==> config.mk <==
export PLATFORM = sky130hd
export DESIGN_NAME = load_extend_pipe_flat
export DESIGN_NICKNAME = d
export VERILOG_FILES = /design/src/rtl/load_extend_pipe_if.sv /design/src/rtl/load_extend_pipe.sv /design/src/flat_wrapper.sv
export SDC_FILE = /design/constraint.sdc
export NUM_CORES = 1
export LEC_CHECK = 0
export BUFFER_PORTS_ARGS = -buffer_cell sky130_fd_sc_hd__buf_2
export CELL_PAD_IN_SITES_DETAIL_PLACEMENT = 1
export CELL_PAD_IN_SITES_GLOBAL_PLACEMENT = 2
export CORE_MARGIN = 2
export CORE_UTILIZATION = 35
export DETAILED_ROUTE_END_ITERATION = 10
export GPL_ROUTABILITY_DRIVEN = 0
export MAX_ROUTING_LAYER = met4
export PLACE_DENSITY = 0.91
export SYNTH_ARGS = -nofsm -noshare
export SYNTH_HDL_FRONTEND = slang
export SYNTH_SLANG_ARGS = --single-unit
==> constraint.sdc <==
create_clock -name clk -period 1.9 [get_ports clk]
set_clock_uncertainty 0.05 [all_clocks]
set_input_delay 0.095 -clock clk [delete_from_list [all_inputs] [get_ports clk]]
set_output_delay 0.095 -clock clk [all_outputs]
set_load 0.01 [all_outputs]
==> src/rtl/load_extend_pipe_if.sv <==
// rtl/load_extend_pipe_if.sv - Handshake bundle for the load extend pipeline
//
// Groups the input item channel and the output result channel of
// load_extend_pipe. out_misalign exists only when LOAD_EXTEND_ALIGN_CHECK_EN
// is defined.
//
// Signals:
//   in_valid/in_ready   input handshake
//   in_data             raw memory word (DATA_W)
//   in_offset           byte address low bits (OFF_W)
//   in_size             0=byte, 1=halfword, 2/3=full word
//   in_sign             1=sign-extend, 0=zero-extend
//   in_tag              sideband tag (TAG_W)
//   out_valid/out_ready output handshake
//   out_data            extended result (DATA_W)
//   out_tag             tag paired with out_data
//   out_misalign        misaligned access flag (optional)
//
// Modports: master drives items in and consumes results; slave is the pipe.
interface load_extend_pipe_if #(
  parameter int DATA_W = 32,
  parameter int TAG_W  = 5
);
  localparam int OFF_W = $clog2(DATA_W / 8);

  logic              in_valid;
  logic              in_ready;
  logic [DATA_W-1:0] in_data;
  logic [OFF_W-1:0]  in_offset;
  logic [1:0]        in_size;
  logic              in_sign;
  logic [TAG_W-1:0]  in_tag;
  logic              out_valid;
  logic              out_ready;
  logic [DATA_W-1:0] out_data;
  logic [TAG_W-1:0]  out_tag;
`ifdef LOAD_EXTEND_ALIGN_CHECK_EN
  logic              out_misalign;

  modport master (
    output in_valid, in_data, in_offset, in_size, in_sign, in_tag, out_ready,
    input  in_ready, out_valid, out_data, out_tag, out_misalign
  );
  modport slave (
    input  in_valid, in_data, in_offset, in_size, in_sign, in_tag, out_ready,
    output in_ready, out_valid, out_data, out_tag, out_misalign
  );
`else
  modport master (
    output in_valid, in_data, in_offset, in_size, in_sign, in_tag, out_ready,
    input  in_ready, out_valid, out_data, out_tag
  );
  modport slave (
    input  in_valid, in_data, in_offset, in_size, in_sign, in_tag, out_ready,
    output in_ready, out_valid, out_data, out_tag
  );
`endif
endinterface

==> src/rtl/load_extend_pipe.sv <==
// rtl/load_extend_pipe.sv - Two-stage load lane select and sign/zero extend
//
// Stage 1 selects the addressed byte/halfword lane of the memory word;
// stage 2 sign- or zero-extends it to DATA_W. Valid/ready handshake on both
// ends, one item per cycle sustained, tag carried alongside each item.
// Optional build macro LOAD_EXTEND_ALIGN_CHECK_EN adds out_misalign and
// zeroes the data of misaligned halfword/word accesses.
//
// Ports:
//   clk  clock, all state on rising edge
//   rst  synchronous active-high reset
//   bus  load_extend_pipe_if.slave (input items, output results)
module load_extend_pipe #(
  parameter int DATA_W = 32,
  parameter int TAG_W  = 5
) (
  input  logic                clk,
  input  logic                rst,
  load_extend_pipe_if.slave   bus
);
  localparam int OFF_W = $clog2(DATA_W / 8);
  localparam int IDX_W = $clog2(DATA_W);

  // Stage 1 (aligned lane) registers
  logic              v1;
  logic [DATA_W-1:0] s1_lane;
  logic [1:0]        s1_size;
  logic              s1_sign;
  logic [TAG_W-1:0]  s1_tag;

  // Stage 2 (result) registers
  logic              v2;
  logic [DATA_W-1:0] out_data_q;
  logic [TAG_W-1:0]  out_tag_q;

  logic              load1;
  logic              load2;
  logic [1:0]        eff_size;
  logic [IDX_W-1:0]  byte_base;
  logic [IDX_W-1:0]  half_base;
  logic [DATA_W-1:0] lane;
  logic [DATA_W-1:0] ext;
  logic              fill;

`ifdef LOAD_EXTEND_ALIGN_CHECK_EN
  logic misalign;
  logic s1_misalign;
  logic out_misalign_q;
`endif

  // A stage may load when empty or when the stage after it empties this cycle.
  assign load2 = !v2 || bus.out_ready;
  assign load1 = !v1 || load2;

  assign bus.in_ready  = !rst && load1;
  assign bus.out_valid = v2;
  assign bus.out_data  = out_data_q;
  assign bus.out_tag   = out_tag_q;
`ifdef LOAD_EXTEND_ALIGN_CHECK_EN
  assign bus.out_misalign = out_misalign_q;
`endif

  // Lane select. Offset*8 is the byte bit position; clearing bit 3 of that
  // rounds it down to the enclosing halfword.
  always_comb begin
    eff_size  = (bus.in_size == 2'd3) ? 2'd2 : bus.in_size;
    byte_base = {bus.in_offset, 3'b000};
    half_base = byte_base;
    half_base[3] = 1'b0;
    lane = '0;
    case (eff_size)
      2'd0:    lane[7:0]  = bus.in_data[byte_base +: 8];
      2'd1:    lane[15:0] = bus.in_data[half_base +: 16];
      default: lane       = bus.in_data;
    endcase
`ifdef LOAD_EXTEND_ALIGN_CHECK_EN
    misalign = ((eff_size == 2'd1) && bus.in_offset[0]) ||
               ((eff_size == 2'd2) && (bus.in_offset != '0));
    // Flagged items keep flowing with zero data; the exception is raised later.
    if (misalign) lane = '0;
`endif
  end

  // Extension of the registered lane.
  always_comb begin
    fill = s1_sign && ((s1_size == 2'd0) ? s1_lane[7] : s1_lane[15]);
    ext  = {DATA_W{fill}};
    case (s1_size)
      2'd0:    ext[7:0]  = s1_lane[7:0];
      2'd1:    ext[15:0] = s1_lane[15:0];
      default: ext       = s1_lane;
    endcase
  end

  always_ff @(posedge clk) begin
    if (rst) begin
      v1         <= 1'b0;
      v2         <= 1'b0;
      s1_lane    <= '0;
      s1_size    <= '0;
      s1_sign    <= 1'b0;
      s1_tag     <= '0;
      out_data_q <= '0;
      out_tag_q  <= '0;
`ifdef LOAD_EXTEND_ALIGN_CHECK_EN
      s1_misalign    <= 1'b0;
      out_misalign_q <= 1'b0;
`endif
    end else begin
      if (load2) begin
        v2 <= v1;
        if (v1) begin
          out_data_q <= ext;
          out_tag_q  <= s1_tag;
`ifdef LOAD_EXTEND_ALIGN_CHECK_EN
          out_misalign_q <= s1_misalign;
`endif
        end
      end
      if (load1) begin
        v1 <= bus.in_valid;
        if (bus.in_valid) begin
          s1_lane <= lane;
          s1_size <= eff_size;
          s1_sign <= bus.in_sign;
          s1_tag  <= bus.in_tag;
`ifdef LOAD_EXTEND_ALIGN_CHECK_EN
          s1_misalign <= misalign;
`endif
        end
      end
    end
  end
endmodule

==> src/flat_wrapper.sv <==
// flat-port wrapper written by rule: the top's interface ports become plain ports
module load_extend_pipe_flat 
#(
  parameter int DATA_W = 32,
  parameter int TAG_W  = 5
)
  (clk, rst, bus_in_valid, bus_in_data, bus_in_offset, bus_in_size, bus_in_sign, bus_in_tag, bus_out_ready, bus_in_ready, bus_out_valid, bus_out_data, bus_out_tag);
  load_extend_pipe_if #(.DATA_W(DATA_W), .TAG_W(TAG_W)) bus_i ();
  input  logic clk;
  input  logic rst;
  input wire logic [$bits(bus_i.in_valid)-1:0] bus_in_valid;
  input wire logic [$bits(bus_i.in_data)-1:0] bus_in_data;
  input wire logic [$bits(bus_i.in_offset)-1:0] bus_in_offset;
  input wire logic [$bits(bus_i.in_size)-1:0] bus_in_size;
  input wire logic [$bits(bus_i.in_sign)-1:0] bus_in_sign;
  input wire logic [$bits(bus_i.in_tag)-1:0] bus_in_tag;
  input wire logic [$bits(bus_i.out_ready)-1:0] bus_out_ready;
  output wire logic [$bits(bus_i.in_ready)-1:0] bus_in_ready;
  output wire logic [$bits(bus_i.out_valid)-1:0] bus_out_valid;
  output wire logic [$bits(bus_i.out_data)-1:0] bus_out_data;
  output wire logic [$bits(bus_i.out_tag)-1:0] bus_out_tag;
  assign bus_i.in_valid = bus_in_valid;
  assign bus_i.in_data = bus_in_data;
  assign bus_i.in_offset = bus_in_offset;
  assign bus_i.in_size = bus_in_size;
  assign bus_i.in_sign = bus_in_sign;
  assign bus_i.in_tag = bus_in_tag;
  assign bus_i.out_ready = bus_out_ready;
  assign bus_in_ready = bus_i.in_ready;
  assign bus_out_valid = bus_i.out_valid;
  assign bus_out_data = bus_i.out_data;
  assign bus_out_tag = bus_i.out_tag;
  load_extend_pipe #(.DATA_W(DATA_W), .TAG_W(TAG_W)) u_core (.clk(clk), .rst(rst), .bus(bus_i));
endmodule
Word-level counts from Yosys, hierarchy flattened:

Cells that the tools add are included.

* eq/ne operators: 3
* shifts and indexed selects: 2
* mux-type cells: 7
* reductions and logical operators: 13

Operator list (number)
* $mux 16: 2
* $pmux 8 s2: 2
* $shiftx 32x6->16: 1
* $shiftx 32x6->8: 1
* $mux 8: 1
* $eq 2x1->1 const B: 2
* $logic_not 2->1: 2
* $reduce_and 2->1: 2
* $reduce_or 2->1: 2
* $logic_not 1->1: 3
* $eq 2x2->1 const B: 1
* $logic_and 1x1->1: 2
* $logic_or 1x1->1: 2
* $mux 2: 1
* $mux 1: 1

* register bits after elaboration: 79
* input bits: 46
* output and inout port bits: 39
* word-level logic and storage cells: 33

Depth between registers and ports, before layout:

Gate-level depths: netlist of run 1.

* depth after elaboration: 5
* depth in mapped cells: 5
* depth with buffers taken out: 3

Worst setup path before layout of run 1:

Ideal clock, no wire load.

* path kind: flip-flop to flip-flop
* start: reg u_core.v2 (netlist: u_core.bus.out_valid)
* end: reg u_core.out_data_q[26] (netlist: u_core.bus.out_data[26])
* library setup time: 0.141 ns
* arrival time: 1.058 ns
* required time: 1.709 ns
* slack: 0.651 ns
* stages on the path, launching flop included: 5
* path buffers: 1
* clock period less this slack: 1.249 ns
* cells stage by stage: dfxtp_1 and2b_2 nor2_4 buf_4 a311oi_2

* cells in the longest elaborated chain, start to end: 3

Ends and longest elaborated chain
* start: declaration: RTL line load_extend_pipe.sv:32 `logic v2;`
* start signal: assignment: RTL line load_extend_pipe.sv:111 `v2 <= v1;`
* $logic_not 1->1: RTL line load_extend_pipe.sv:52 `assign load2 = !v2 || bus.out_ready;`
* $logic_or 1x1->1: RTL line load_extend_pipe.sv:52
* $reduce_and 2->1 (no line)
* end signal: assignment: RTL line load_extend_pipe.sv:113 `out_data_q <= ext;`
* end: declaration: RTL line load_extend_pipe.sv:33 `logic [DATA_W-1:0] out_data_q;`

No other way between the ends.
A chain may end at the register's enable or synchronous reset.

Final worst setup path of run 1:

* start: reg u_core.v2 (netlist: u_core.bus.out_valid)
* end: out bus_in_ready

* cells in the longest elaborated chain, start to end: 4

Ends and longest elaborated chain
* $logic_not 1->1: RTL line load_extend_pipe.sv:52
* $logic_or 1x1->1: RTL line load_extend_pipe.sv:52
* $logic_or 1x1->1: RTL line load_extend_pipe.sv:53 `assign load1 = !v1 || load2;`
* $logic_and 1x1->1: RTL line load_extend_pipe.sv:55 `assign bus.in_ready = !rst && load1;`
* end: declaration: RTL line flat_wrapper.sv:18 `output wire logic [$bits(bus_i.in_ready)-1:0] bus_in_ready;`

No other way between the ends.

==> results of run 1 <==
==> synthesized netlist by cell type, drive strengths merged <==
cell    count
nor2b       6
nand2b      2
buf        32
dfxtp      79
nand2      31
mux2        9
nor2        3
a22oi       1
clkbuf     18
nand4      16
nand4b      1
and3b      10
nand3      20
a211oi      8
or2         1
and2b       5
o21ai      46
nor3        1
a32oi      14
and4bb      1
nor3b       1
a21oi      80
inv         3
nand3b      2
a311oi     32
==> metal layers <==
layer / routed length, um / part of all wire (%)
met5: 0 / 0
met4: 191 / 1.7
met3: 501 / 4.4
met2: 5200 / 46
met1: 5470 / 48
==> layout make-up <==
cell class / count / area [um^2] / share of cell area, %
multi-input cells: 290 / 1950 / 43.0
flip-flops and latches: 79 / 1580 / 34.9
repair buffers: 105 / 631 / 13.9
well taps: 140 / 175 / 3.86
clock buffers: 10 / 128 / 2.81
clock inverters: 6 / 61.3 / 1.35
inverters: 3 / 11.3 / 0.248
==> per-stage QoR <==
step	cells	area, um^2	power [uW]
CTS	633	4540	3640
detailed placement	606	4240	2400
finish	633	4540	3600
global placement	606	4240	2380
floorplan	422	3830	2210
global route	633	4540	3770
==> sequential cells by signal, summed over array words and instances (netlist names) <==
signal and count:
u_core.s1_size 2, u_core.v1 1, u_core.bus.out_data 32, u_core.bus.out_tag 5
u_core.bus.out_valid 1, u_core.s1_lane 32, u_core.s1_tag 5, u_core.s1_sign 1
==> kinds of logic (layout without fill, tap and decap cells) <==
kind of cell,after synthesis,after routing,share of synthesized area [%]
buf+inv,53,124,7.81
flops,79,79,41.3
compound gates,181,181,32.1
simple gates,100,100,15.9
mux,9,9,2.84
==> critical path, delay by kind of cell, from the launching register on <==
family / cells / cell delay, ns
buffers and inverters: 2 / 0.43
DFF: 1 / 0.40
and+or+nand+nor: 2 / 0.32
==> worst paths after layout <==
| kind | from | endpoint | slack [ns] | cells past startpoint |
|---|---|---|---|---|
| worst max-delay path | u_core.bus.out_valid$_SDFFE_PP0P_ | bus_in_ready | 0.24 | 4 |
| worst min-delay path | bus_in_data[10] | u_core.s1_lane[10]$_SDFFE_PP0P_ | 0.02 | 3 |
| worst max register to register | u_core.v1$_SDFFE_PP0N_ | u_core.bus.out_data[27]$_SDFFE_PP0P_ | 0.32 | 4 |
| worst min register to register | u_core.s1_lane[13]$_SDFFE_PP0P_ | u_core.bus.out_data[13]$_SDFFE_PP0P_ | 0.42 | 2 |
==> power groups by stage <==
stage / clock (uW) / combinational [uW] / sequential, uW
5_1_grt: 1330 / 627 / 1820
3_3_place_gp: 0 / 536 / 1840
6_report: 1230 / 571 / 1800
4_1_cts: 1260 / 574 / 1800
3_5_place_dp: 0 / 555 / 1840
2_1_floorplan: 0 / 362 / 1850
==> repair_timing <==
| item | 4_1_cts | 5_1_grt |
|---|---|---|
| endpoints found under the hold margin | 11 | 0 |
| hold buffers | 11 | 0 |
| setup buffers | 0 | 0 |
==> results.sh, run 1 <==
export IMPL_finalCritPeriodShare_pct=87.2
export IMPL_timing_final_hold_violations=0
export IMPL_final_nets=534
export IMPL_intPower_uw=2590
export IMPL_cp_start_kind="flop"
export IMPL_synth_top_cell_by_area="dfxtp_1"
export IMPL_p_leak_uw=0.00172
export IMPL_antenna_found_initial=0
export IMPL_grt_pass1_wl_mm=18.3
export IMPL_cts_made_buffers=9
export IMPL_drt_first_pass_iters=4
export IMPL_yosys_warnings=0
export IMPL_routedWlPerCell_um=18.0
export IMPL_clock_fmax_mhz=604
export IMPL_floorplan_die_height_um=109
export IMPL_worst_endpoint_required_ns=1.75
export IMPL_grt_pass1_vias=3529
export IMPL_fin_crit_ns=1.66
export IMPL_met1_track_usage_gr_pct=28.1
export IMPL_rows=38
export IMPL_grt_remaining_overflow=0
export IMPL_synth_seq_cells=79
export IMPL_clock_tree_htree_level_count=3
export IMPL_core_area_mm2=0.0107
export IMPL_layout_cells_most_common="buf_2"
export IMPL_power_frac_seq_pct=50.1
export IMPL_area_growth_syn_to_layout_pct=18.5
export IMPL_most_common_layout_cells="buf_2, a21oi_1, dfxtp_1, o21ai_0, nand2_1"
export IMPL_synth_area_per_cell_um2=9.08
export IMPL_netSwitchingPower_uw=1020
export IMPL_grt_start_max_net_pins=81
export IMPL_buffer_ports_inserted=84
export IMPL_global_router_s_overall_resource_usage_pct=20.4
export IMPL_io_pins=85
export IMPL_via_count=3543
export IMPL_hold_class="input port to flop"
export IMPL_timing_critical_path_slowest_stage_cell="dfxtp_1"
export IMPL_max_stage_delay_ns=0.40
export IMPL_antenna_cells=0
export IMPL_tightest_slew_ns=0.792
export IMPL_tritoncts="yes"
export IMPL_relSlewSlack_pct=47.2
export IMPL_timing_final_max_slew_violations=0
export IMPL_setup_worst_path_end_class="output port"
export IMPL_critical_path_peak_fanout=24
export IMPL_syn_nets=468
export IMPL_starting_density_of_the_core_pct=35.6
export IMPL_synth_sequential_area_ratio_pct=41.3
export IMPL_fin_ws_ns=0.244
export IMPL_die_w_um=109
export IMPL_critical_path_class="flop to output port"
export IMPL_die_area_mm2=0.0118
export IMPL_place_ws_ns=0.277
export IMPL_powerDensity_mw_per_mm2=794
export IMPL_synth_distinct_cells=34
export IMPL_p_comb_share_pct=15.8
export IMPL_fin_tns_setup_ns=0
export IMPL_insertion_delay_ns=0.36
export IMPL_viasPerCell=5.60
export IMPL_drc_errors=0
export IMPL_unrepaired_setup_endpoints_after_global_routing="false"
export IMPL_timing_final_setup_violations=0
export IMPL_portion_of_synthesized_cell_area_occupied_by_the_leading_cell_type_pct=41.3
export IMPL_use_met3_pct=3.44
export IMPL_cts_root_buf="clkbuf_8"
export IMPL_grt_busiest_layer="met2"
export IMPL_cts_resized=0
export IMPL_share_of_layout_cells_above_drive_strength_1_pct=30.4
export IMPL_syn_cell_area_mm2=0.00383
export IMPL_synthesized_instance_count=422
export IMPL_postLayoutCoreUtil_pct=42.2
export IMPL_switching_share_of_total_power_pct=28.2
export IMPL_clockBufferDepth=2
export IMPL_clk_pin_slew_worst_paths_ns=0.08
export IMPL_num_fill_cells=1306
export IMPL_global_route_usage_met2_pct=30.1
export IMPL_clkSinkCount=79
export IMPL_aggregate_routed_wire_length_mm=11.4
export IMPL_cap_violations=0
export IMPL_dp_hpwl_mm=7.82
export IMPL_worstPathArrival_ns=1.51
export IMPL_synthTopCellsByArea="dfxtp_1, a21oi_1, a311oi_2"
export IMPL_outcome="completed"
export IMPL_power_clock_fraction_pct=34.1
export IMPL_irDropWorstVdd_uv=290
export IMPL_number_of_violations_reported_at_the_end_of_detailed_routing_iteration_0=154
export IMPL_crit_path_cell_trace="and3b_1 -> buf_4 -> nor2_1 -> buf_2"
export IMPL_postRouteAntennaNets=0
export IMPL_holdWs_ns=0.0166
Power figures use the tool's default switching activity.
==> inputs of run 2 (changes only) <==
ABC_AREA = 1   (was unset)
BUFFER_PORTS_ARGS = unset   (was -buffer_cell sky130_fd_sc_hd__buf_2)
CORE_UTILIZATION = 36   (was 35)
DONT_BUFFER_PORTS = 1   (was unset)
PLACE_DENSITY = 0.89   (was 0.91)
==> run 2 against run 1 <==
Compared with the run above: the run now ends with negative hold slack left; core utilization up 2.0 points; synthesized cell count grew 31%; non-clock buffer count decreased by 57; flip-flop and latch count stayed put; first-iteration DRC count increased by 4.5%; die area is 6.5% lower; clock power rose by 16%; critical path type is now input port to flop; highest routed layer unchanged.
==> results.sh, run 2 <==
export IMPL_outcome="finished with violations"
export IMPL_failed_checks="negative hold slack"
export IMPL_timing_final_hold_violations=1
export IMPL_relSlewSlack_pct=30.5
export IMPL_irDropWorstVdd_uv=331
export IMPL_io_pins=85
export IMPL_timing_final_setup_violations=0
export IMPL_tritoncts="yes"
export IMPL_routedWlPerCell_um=16.2
export IMPL_insertion_delay_ns=0.36
export IMPL_timing_final_max_slew_violations=0
export IMPL_fin_tns_setup_ns=0
export IMPL_postLayoutCoreUtil_pct=44.2
export IMPL_number_of_enable_flip_flop_cells_after_synthesis=0
export IMPL_most_common_layout_cells="nand2_1, a21oi_1, dfxtp_1, inv_1, dlygate4sd3_1"
export IMPL_worst_endpoint_required_ns=2.14
export IMPL_fin_crit_ns=1.78
export IMPL_clock_fmax_mhz=563
export IMPL_layout_cells_most_common="nand2_1"
export IMPL_starting_density_of_the_core_pct=37.4
export IMPL_rows=36
export IMPL_critical_path_class="input port to flop"
export IMPL_syn_nets=599
export IMPL_grt_pass1_vias=3799
export IMPL_final_nets=623
export IMPL_clkSinkCount=79
export IMPL_clock_tree_htree_level_count=3
export IMPL_antenna_cells=0
export IMPL_via_count=3618
export IMPL_hold_class="input port to flop"
export IMPL_synth_sequential_area_ratio_pct=43.1
export IMPL_holdWs_ns=-0.0000469
export IMPL_postRouteAntennaNets=0
export IMPL_cp_start_kind="input port"
export IMPL_synth_distinct_cells=21
export IMPL_ys_dominant_reg_cell="dfxtp_1"
export IMPL_aggregate_routed_wire_length_mm=11.6
export IMPL_unrepaired_setup_endpoints_after_global_routing="false"
export IMPL_synth_async_sr_flop_share_pct=0
export IMPL_syn_cell_area_mm2=0.00367
export IMPL_floorplan_die_height_um=105
export IMPL_tightest_slew_ns=1.04
export IMPL_synth_most_common_cell="nand2_1"
export IMPL_yosys_warnings=0
export IMPL_die_w_um=105
export IMPL_synth_common_cells="nand2_1, a21oi_1, dfxtp_1, inv_1, o21ai_0"
export IMPL_portion_of_synthesized_cell_area_occupied_by_the_leading_cell_type_pct=43.1
export IMPL_drt_first_pass_iters=4
export IMPL_synthTopCellsByArea="dfxtp_1, nand2_1, a21oi_1"
export IMPL_drc_errors=0
export IMPL_grt_start_max_net_pins=55
export IMPL_p_leak_uw=0.00195
export IMPL_share_of_layout_cells_above_drive_strength_1_pct=5.50
export IMPL_critical_path_peak_fanout=15
export IMPL_cts_made_buffers=9
export IMPL_cap_violations=0
export IMPL_fin_total_pwr_uw=3780
export IMPL_synthesized_instance_count=553
export IMPL_antenna_found_initial=0
export IMPL_buffer_ports_inserted=0
export IMPL_die_area_mm2=0.0110
export IMPL_grt_pass1_wl_mm=19.4
export IMPL_synth_top_cell_by_area="dfxtp_1"
export IMPL_dp_hpwl_mm=7.67
export IMPL_synth_area_per_cell_um2=6.64
export IMPL_num_fill_cells=1324
export IMPL_cts_root_buf="clkbuf_8"
export IMPL_grt_remaining_overflow=0
export IMPL_viasPerCell=5.06
export IMPL_synth_seq_cells=79
export IMPL_powerDensity_mw_per_mm2=871
export IMPL_core_area_mm2=0.00982
export IMPL_clk_pin_slew_worst_paths_ns=0.08
export IMPL_area_growth_syn_to_layout_pct=18.2
export IMPL_number_of_violations_reported_at_the_end_of_detailed_routing_iteration_0=161
export IMPL_worstPathArrival_ns=2.02
export IMPL_setup_worst_path_end_class="flop"
export IMPL_finalCritPeriodShare_pct=93.5
export IMPL_global_router_s_overall_resource_usage_pct=22.7
export IMPL_clockBufferDepth=2
==> run 2: repair_timing <==
item | in CTS | in global routing
resized for setup | 0 | 0
setup buffers | 0 | 0
hold buffers | 44 | 0
hold endpoints to repair | 41 | 0
==> run 2: metrics by stage <==
stage | setup WS [ns] | hold slack, ns | std cells | area [um^2]
floorplan | 0.713 | 0.188 | 553 | 3670
global placement | 0.476 | 0.117 | 655 | 3680
detailed placement | 0.302 | 0.121 | 655 | 3680
CTS | 0.213 | 0.00218 | 715 | 4340
global route | 0.000346 | 0.0250 | 715 | 4340
finish | 0.124 | -0.0000469 | 715 | 4340
==> run 2: final cells by class <==
class                   count  area [um^2]  area share [%]
clock inverters             3         65.1            1.50
inverters                  49          186            4.29
clock buffers              13          159            3.66
multi-input cells         390         1710            39.5
well taps                 133          166            3.83
flip-flops and latches     79         1580            36.4
repair buffers             48          470            10.8
==> run 2: worst paths after layout <==
| path | start | to | slack, ns | cells after the start |
|---|---|---|---|---|
| worst max-delay path | bus_in_size[1] | u_core.s1_lane[14]$_SDFFE_PP0P_ | 0.12 | 6 |
| worst min-delay path | bus_in_data[2] | u_core.s1_lane[2]$_SDFFE_PP0P_ | -0.00005 | 4 |
| worst max register to register | u_core.bus.out_valid$_SDFFE_PP0P_ | u_core.bus.out_data[26]$_SDFFE_PP0P_ | 0.27 | 5 |
| worst min register to register | u_core.s1_lane[0]$_SDFFE_PP0P_ | u_core.bus.out_data[0]$_SDFFE_PP0P_ | 0.41 | 2 |
==> run 2: critical path, cell delays in order <==
cell and delay (ns):
dlygate4sd3_1 0.95, nand2_1 0.11, dlygate4sd3_1 0.59, nand2_1 0.09, nand2_1 0.05, a21oi_1 0.12
==> run 2: power breakdown <==
part           switching (uW)  internal, uW  total [uW]  leakage [uW]
sequential               84.8          1760        1840      0.000650
combinational             312           195         507       0.00118
clock                     618           812        1430      0.000114
total                    1020          2770        3780       0.00195
==> run 2: routing by layer <==
layer / vias to the layer above / track usage [%] / wire length (um)
met5: - / - / 0
met4: 0 / 8.29 / 255
met3: 22 / 5.61 / 498
met2: 71 / 37.1 / 5730
met1: 1728 / 27.2 / 5120
li1: 1797 / - / -
==> run 2: kinds of logic (layout without fill, tap and decap cells) <==
kind of cell	after synthesis	after routing	synth area share, %
buf+inv	84	113	10.3
compound gates	133	133	18.4
simple gates	257	257	28.2
flops	79	79	43.1
